[config.mk]
export PLATFORM = sky130hd
export DESIGN_NAME = morse_stream_decoder
export DESIGN_NICKNAME = d
export VERILOG_FILES = /design/src/rtl/morse_stream_decoder.sv
export SDC_FILE = /design/constraint.sdc
export NUM_CORES = 1
export LEC_CHECK = 0
export BUFFER_PORTS_ARGS = -buffer_cell sky130_fd_sc_hd__buf_2
export CORE_UTILIZATION = 33
export DETAILED_ROUTE_END_ITERATION = 6
export PLACE_DENSITY = 0.54
export SYNTH_ARGS = -nofsm -noshare
export SYNTH_HDL_FRONTEND = slang
export SYNTH_SLANG_ARGS = --single-unit
[constraint.sdc]
create_clock -name clk -period 4.45 [get_ports clk]
set_input_delay 0.2225 -clock clk [delete_from_list [all_inputs] [get_ports clk]]
set_output_delay 0.2225 -clock clk [all_outputs]
set_load 0.01 [all_outputs]
[src/rtl/morse_stream_decoder.sv]
// morse_stream_decoder: handshaked Morse symbol stream to buffered ASCII characters
// sym_valid/sym/sym_ready : symbol input (01 dot, 11 dash, 00 letter gap, 10 word gap)
// char_data/char_valid/char_ready : show-ahead output FIFO head, popped when both valid and ready
// err : one-cycle pulse when the character just pushed was an invalid code
// elem_count : saturating count of dots/dashes since the last word gap
module morse_stream_decoder #(
  parameter int MAX_LEN    = 5,
  parameter int FIFO_DEPTH = 4,
  parameter int CNT_W      = 12
) (
  input  logic             clk,
  input  logic             rst_n,
  input  logic             sym_valid,
  input  logic [1:0]       sym,
  output logic             sym_ready,
  output logic [7:0]       char_data,
  output logic             char_valid,
  input  logic             char_ready,
  output logic             err,
  output logic [CNT_W-1:0] elem_count
);
  localparam int LW = $clog2(MAX_LEN + 1);
  localparam int PW = $clog2(FIFO_DEPTH);
  localparam int CW = $clog2(FIFO_DEPTH + 1);

  logic [LW-1:0]      len;
  logic [MAX_LEN-1:0] code;
  logic               ovl, last_sp;
  logic [7:0]         mem [FIFO_DEPTH];
  logic [PW-1:0]      wp, rp;
  logic [CW-1:0]      cnt;
  logic               acc, el, gap, has, pop;
  logic [1:0]         n_push;
  logic [7:0]         dec, d0;

  // Key is {len, code} with the earliest element in the most significant used bit.
  function automatic logic [7:0] lookup(input logic [LW-1:0] l, input logic [MAX_LEN-1:0] c);
    if (l > LW'(5)) return 8'h3F;
    case ({l[2:0], c[4:0]})
      {3'd1, 5'b00000}: return 8'h45;
      {3'd1, 5'b00001}: return 8'h54;
      {3'd2, 5'b00001}: return 8'h41;
      {3'd2, 5'b00000}: return 8'h49;
      {3'd2, 5'b00011}: return 8'h4D;
      {3'd2, 5'b00010}: return 8'h4E;
      {3'd3, 5'b00100}: return 8'h44;
      {3'd3, 5'b00110}: return 8'h47;
      {3'd3, 5'b00101}: return 8'h4B;
      {3'd3, 5'b00111}: return 8'h4F;
      {3'd3, 5'b00010}: return 8'h52;
      {3'd3, 5'b00000}: return 8'h53;
      {3'd3, 5'b00001}: return 8'h55;
      {3'd3, 5'b00011}: return 8'h57;
      {3'd4, 5'b01000}: return 8'h42;
      {3'd4, 5'b01010}: return 8'h43;
      {3'd4, 5'b00010}: return 8'h46;
      {3'd4, 5'b00000}: return 8'h48;
      {3'd4, 5'b00111}: return 8'h4A;
      {3'd4, 5'b00100}: return 8'h4C;
      {3'd4, 5'b00110}: return 8'h50;
      {3'd4, 5'b01101}: return 8'h51;
      {3'd4, 5'b00001}: return 8'h56;
      {3'd4, 5'b01001}: return 8'h58;
      {3'd4, 5'b01011}: return 8'h59;
      {3'd4, 5'b01100}: return 8'h5A;
      {3'd5, 5'b01111}: return 8'h31;
      {3'd5, 5'b00111}: return 8'h32;
      {3'd5, 5'b00011}: return 8'h33;
      {3'd5, 5'b00001}: return 8'h34;
      {3'd5, 5'b00000}: return 8'h35;
      {3'd5, 5'b10000}: return 8'h36;
      {3'd5, 5'b11000}: return 8'h37;
      {3'd5, 5'b11100}: return 8'h38;
      {3'd5, 5'b11110}: return 8'h39;
      {3'd5, 5'b11111}: return 8'h30;
      default:          return 8'h3F;
    endcase
  endfunction

  function automatic logic [PW-1:0] adv(input logic [PW-1:0] p, input logic [1:0] n);
    logic [PW+1:0] t;
    t = {2'b00, p} + (PW+2)'(n);
    return t >= (PW+2)'(FIFO_DEPTH) ? PW'(t - (PW+2)'(FIFO_DEPTH)) : PW'(t);
  endfunction

  // Ready only with room for two pushes, so a word gap can never overflow the FIFO.
  assign sym_ready  = cnt <= CW'(FIFO_DEPTH - 2);
  assign char_valid = cnt != '0;
  assign char_data  = char_valid ? mem[rp] : 8'h00;

  always_comb begin
    acc    = sym_valid && sym_ready;
    el     = acc && sym[0];
    gap    = acc && !sym[0];
    has    = len != '0;
    pop    = char_ready && char_valid;
    dec    = ovl ? 8'h3F : lookup(len, code);
    d0     = has ? dec : 8'h20;
    n_push = !gap ? 2'd0 : has ? (sym[1] ? 2'd2 : 2'd1) : (sym[1] && !last_sp) ? 2'd1 : 2'd0;
  end

  always_ff @(posedge clk or negedge rst_n) begin
    if (!rst_n) begin
      len        <= '0;
      code       <= '0;
      ovl        <= 1'b0;
      last_sp    <= 1'b1;
      err        <= 1'b0;
      elem_count <= '0;
      cnt        <= '0;
      wp         <= '0;
      rp         <= '0;
    end else begin
      if (el && len == LW'(MAX_LEN)) ovl <= 1'b1;
      else if (el) begin
        code <= {code[MAX_LEN-2:0], sym[1]};
        len  <= len + LW'(1);
      end
      if (gap) begin
        len  <= '0;
        code <= '0;
        ovl  <= 1'b0;
        if (has || sym[1]) last_sp <= sym[1];
      end
      err <= gap && has && dec == 8'h3F;
      if (gap && sym[1]) elem_count <= '0;
      else if (el && !(&elem_count)) elem_count <= elem_count + CNT_W'(1);
      cnt <= cnt + CW'(n_push) - CW'(pop);
      wp  <= adv(wp, n_push);
      if (pop) rp <= adv(rp, 2'd1);
    end
  end

  always_ff @(posedge clk) begin
    if (n_push != 2'd0) mem[wp] <= d0;
    if (n_push == 2'd2) mem[adv(wp, 2'd1)] <= 8'h20;
  end
endmodule
==> results_dict.tcl <==
set metrics [dict create \
    run_status "finished clean" \
    hp-class "in -> reg" \
    floorplan.die.height_um 105.9 \
    final_max_slew_viol_count 0 \
    leakagePower_nw 1.660 \
    ys_seq_elements 58 \
    grt_first_pass_wirelength_um 15170 \
    num_antenna_cells 0 \
    place_hpwl_um 6208 \
    crit_family "adder cells" \
    synthesis.area_um2 3561 \
    dieWidth_um 105.9 \
    final_antenna_net_count 0 \
    synthesis_warnings 0 \
    synth_top_cells_by_area "dfrtp_1 20%, dfxtp_1 16%, mux4_2 4.4%, a22o_1 3.7%, nand2_1 3.2%" \
    clock_tree_from_tritoncts "built" \
    cell_chain_of_the_critical_path "inv_1, ha_1, nand2b_1, nand4b_1, o21ai_0, nand2_1, ha_1, inv_1, ha_1, inv_1, fa_1, xor2_1, xnor2_1" \
    drt_iter0_drc 200 \
    worst_slew_margin_rel 0.2613 \
    worst_ir_drop_vdd_uv 361.0 \
    end_kind "register" \
    placed_area_um2 3735 \
    routabilityCongestion 0.7873 \
    synth_async_sr_flop_share 0.5172 \
    grt_start_max_net_pins 31 \
    clock.fmax_mhz 274.7 \
    via_per_inst 5.603 \
    worst_r2r_path_depth 13 \
    path_class "reg -> reg" \
    timing.critical_path.depth 13 \
    worstPathArrival_ns 3.87 \
    fin_util 0.3825 \
    average_cell_area_after_synthesis_um2 9.061 \
    rsz_0062_raised_after_global_routing "no" \
    synth_enable_flop_cells 0 \
    numCtsBuffers 9 \
    boundaryPins 29 \
    groute.usage.overall 0.1711 \
    globalRoute.totalOverflow 0 \
    cp_slowest_cell "dfrtp_1" \
    synth_area_leader_cell "dfrtp_1" \
    stdcell_area_um2 3984 \
    critPathRequiredTime_ns 4.68 \
    worst-slew-pin-transition_ns 1.107 \
    worstPathMaxFanout 18 \
    drt_pass1_iterations 5 \
    most_used_standard_cell_by_instance_count_after_synthesis "nand2_1" \
    synth_commonest_cells "30 x nand2_1, 29 x dfrtp_1, 28 x dfxtp_1, 27 x nor2_1, 21 x nand3_1" \
    timing_hold_violations_final 0 \
    drt_wl_total_um 8986 \
    setup_tns_ns 0 \
    start_util 0.3419 \
    holdPathStages 3 \
    vias 3048 \
    drt_drc_violations_left 0 \
    fill_cells 1058 \
    root_buffer "clkbuf_8" \
    count_of_maximum_capacitance_violations 0 \
    synthesis.nets 408 \
    setup_viol_count_final 0 \
    drive_above_1_share 0.1471 \
    cts.path.max_buffers 2 \
    pwr_density_nw_per_um2 718.1 \
    core_area_um2 10420 \
    postSynth.topFlopCell "dfrtp_1" \
    antenna_found_initial 0 \
    cts-resized-gates 0 \
    final_period_minus_worst_setup_slack_ns 3.640 \
    worst-path-buf-inv 3 \
    post_synth_num_cell_types 66 \
    synthesis.instances 393 \
    final_nets 418 \
    worstSetupStartpointType "register" \
    synth_top_area_share 0.2038 \
    insertion_delay_ns 0.35 \
    portBuffers 27 \
    rows 37 \
    post-route-period-util 0.8180 \
    htree_num_levels 3 \
    synth_sequential_area_ratio 0.3686 \
    first_global_vias 3031 \
    clk_pin_slew_ns 0.08 \
    area_delta_synth_final_pct 11.88 \
    finClkSkew_ns 0.01635 \
    clock_sinks 58 \
    design.die.area_um2 11210 \
    critical-path-max-stage-delay_ns 0.73 \
    routedWlPerCell_um 16.52 \
]
==> cell families (layout without fill, tap and decap cells) <==
| kind of cell | Yosys count | in the layout | synth area share |
|---|---|---|---|
| and+or+nand+nor | 156 | 156 | 0.2347 |
| xor gates and xnor gates | 16 | 16 | 0.03935 |
| DFF | 58 | 58 | 0.3686 |
| muxes | 13 | 13 | 0.06149 |
| buffers and inverters | 46 | 61 | 0.05481 |
| adders and majority gates | 9 | 9 | 0.03373 |
| other | 1 | 1 | 0.001053 |
| AOI/OAI and AO/OA | 94 | 94 | 0.2063 |
==> registers in the layout, indices dropped and copies added, names as in the netlist <==
| signal | count |
|---|---|
| wp | 2 |
| len | 3 |
| last_sp | 1 |
| rp | 2 |
| code | 5 |
| err | 1 |
| mem | 28 |
| ovl | 1 |
| cnt | 3 |
| elem_count | 12 |
==> report_power, final <==
group | switching, mW | internal [mW] | total, mW
Sequential | 0.298 | 0.711 | 1.01
Combinational | 0.708 | 0.570 | 1.28
Clock | 0.242 | 0.331 | 0.573
Total | 1.25 | 1.61 | 2.86
==> layer usage <==
layer,wire (um),up-vias,global-route usage
li1,-,1475,-
met1,4497,1480,0.2360
met2,3987,73,0.2628
met3,322,20,0.03154
met5,0,-,0
met4,178,0,0.06944
==> layout make-up <==
class                   instances  area [um2]  area share
clock inverters                 5       65.06     0.01633
flip-flops and latches         58        1313      0.3295
repair buffers                 28       145.1     0.03643
multi-input cells             289        2053      0.5154
clock buffers                  11       173.9     0.04366
inverters                      17       63.81     0.01602
well taps                     136       170.2     0.04271
==> worst reg2reg max path: cells and delay by family, from the launching register on <==
kind            cells  cell delay (ns)
flops               1             0.73
fa+ha+maj           4             1.09
buf+inv             3             0.35
compound gates      1             0.31
simple gates        3             0.77
xor+xnor            2             0.29
==> final timing paths <==
path | slack [ns] | to | from
worst max register to register | 0.81 | cnt[2] | len[0]
worst max-delay path | 0.81 | cnt[2] | len[0]
max in group asynchronous | 3.54 | code[3] | rst_n
worst min-delay path | 0.24 | rp[0] | char_ready
min in group asynchronous | 0.44 | rp[1] | rst_n
worst min register to register | 0.46 | mem[1][1] | mem[1][1]
==> cell usage in the layout, fill, tap and decap left out, types with 7 or more instances in the layout <==
cell / count
inv_1: 16
nor3_1: 18
a21oi_1: 8
clkbuf_8: 9
xnor2_1: 12
and2_1: 14
ha_1: 8
o21ai_0: 14
nand4_1: 7
mux4_2: 7
buf_2: 27
dfxtp_1: 28
nand3_1: 21
o2bb2ai_1: 9
a22o_1: 15
nor2b_1: 11
nor2_1: 27
nand2_1: 30
dfrtp_1: 29
==> stage by stage <==
step                cells  power, mW  hold WS, ns  worst slack [ns]
global route          544      3.078       0.2754            0.5069
global placement      527      2.280       0.3102             1.036
CTS                   544      2.870       0.2304            0.7974
finish                544      2.861       0.2397            0.8099
floorplan             393      1.956     -0.07309             1.610
detailed placement    527      2.286       0.3141            0.8184
==> what timing repair did <==
action                    in CTS  in global routing
hold buffers                   1                  0
hold endpoints to repair      29                  0
buffers inserted               0                  0
(Power assumes the default switching activity.)
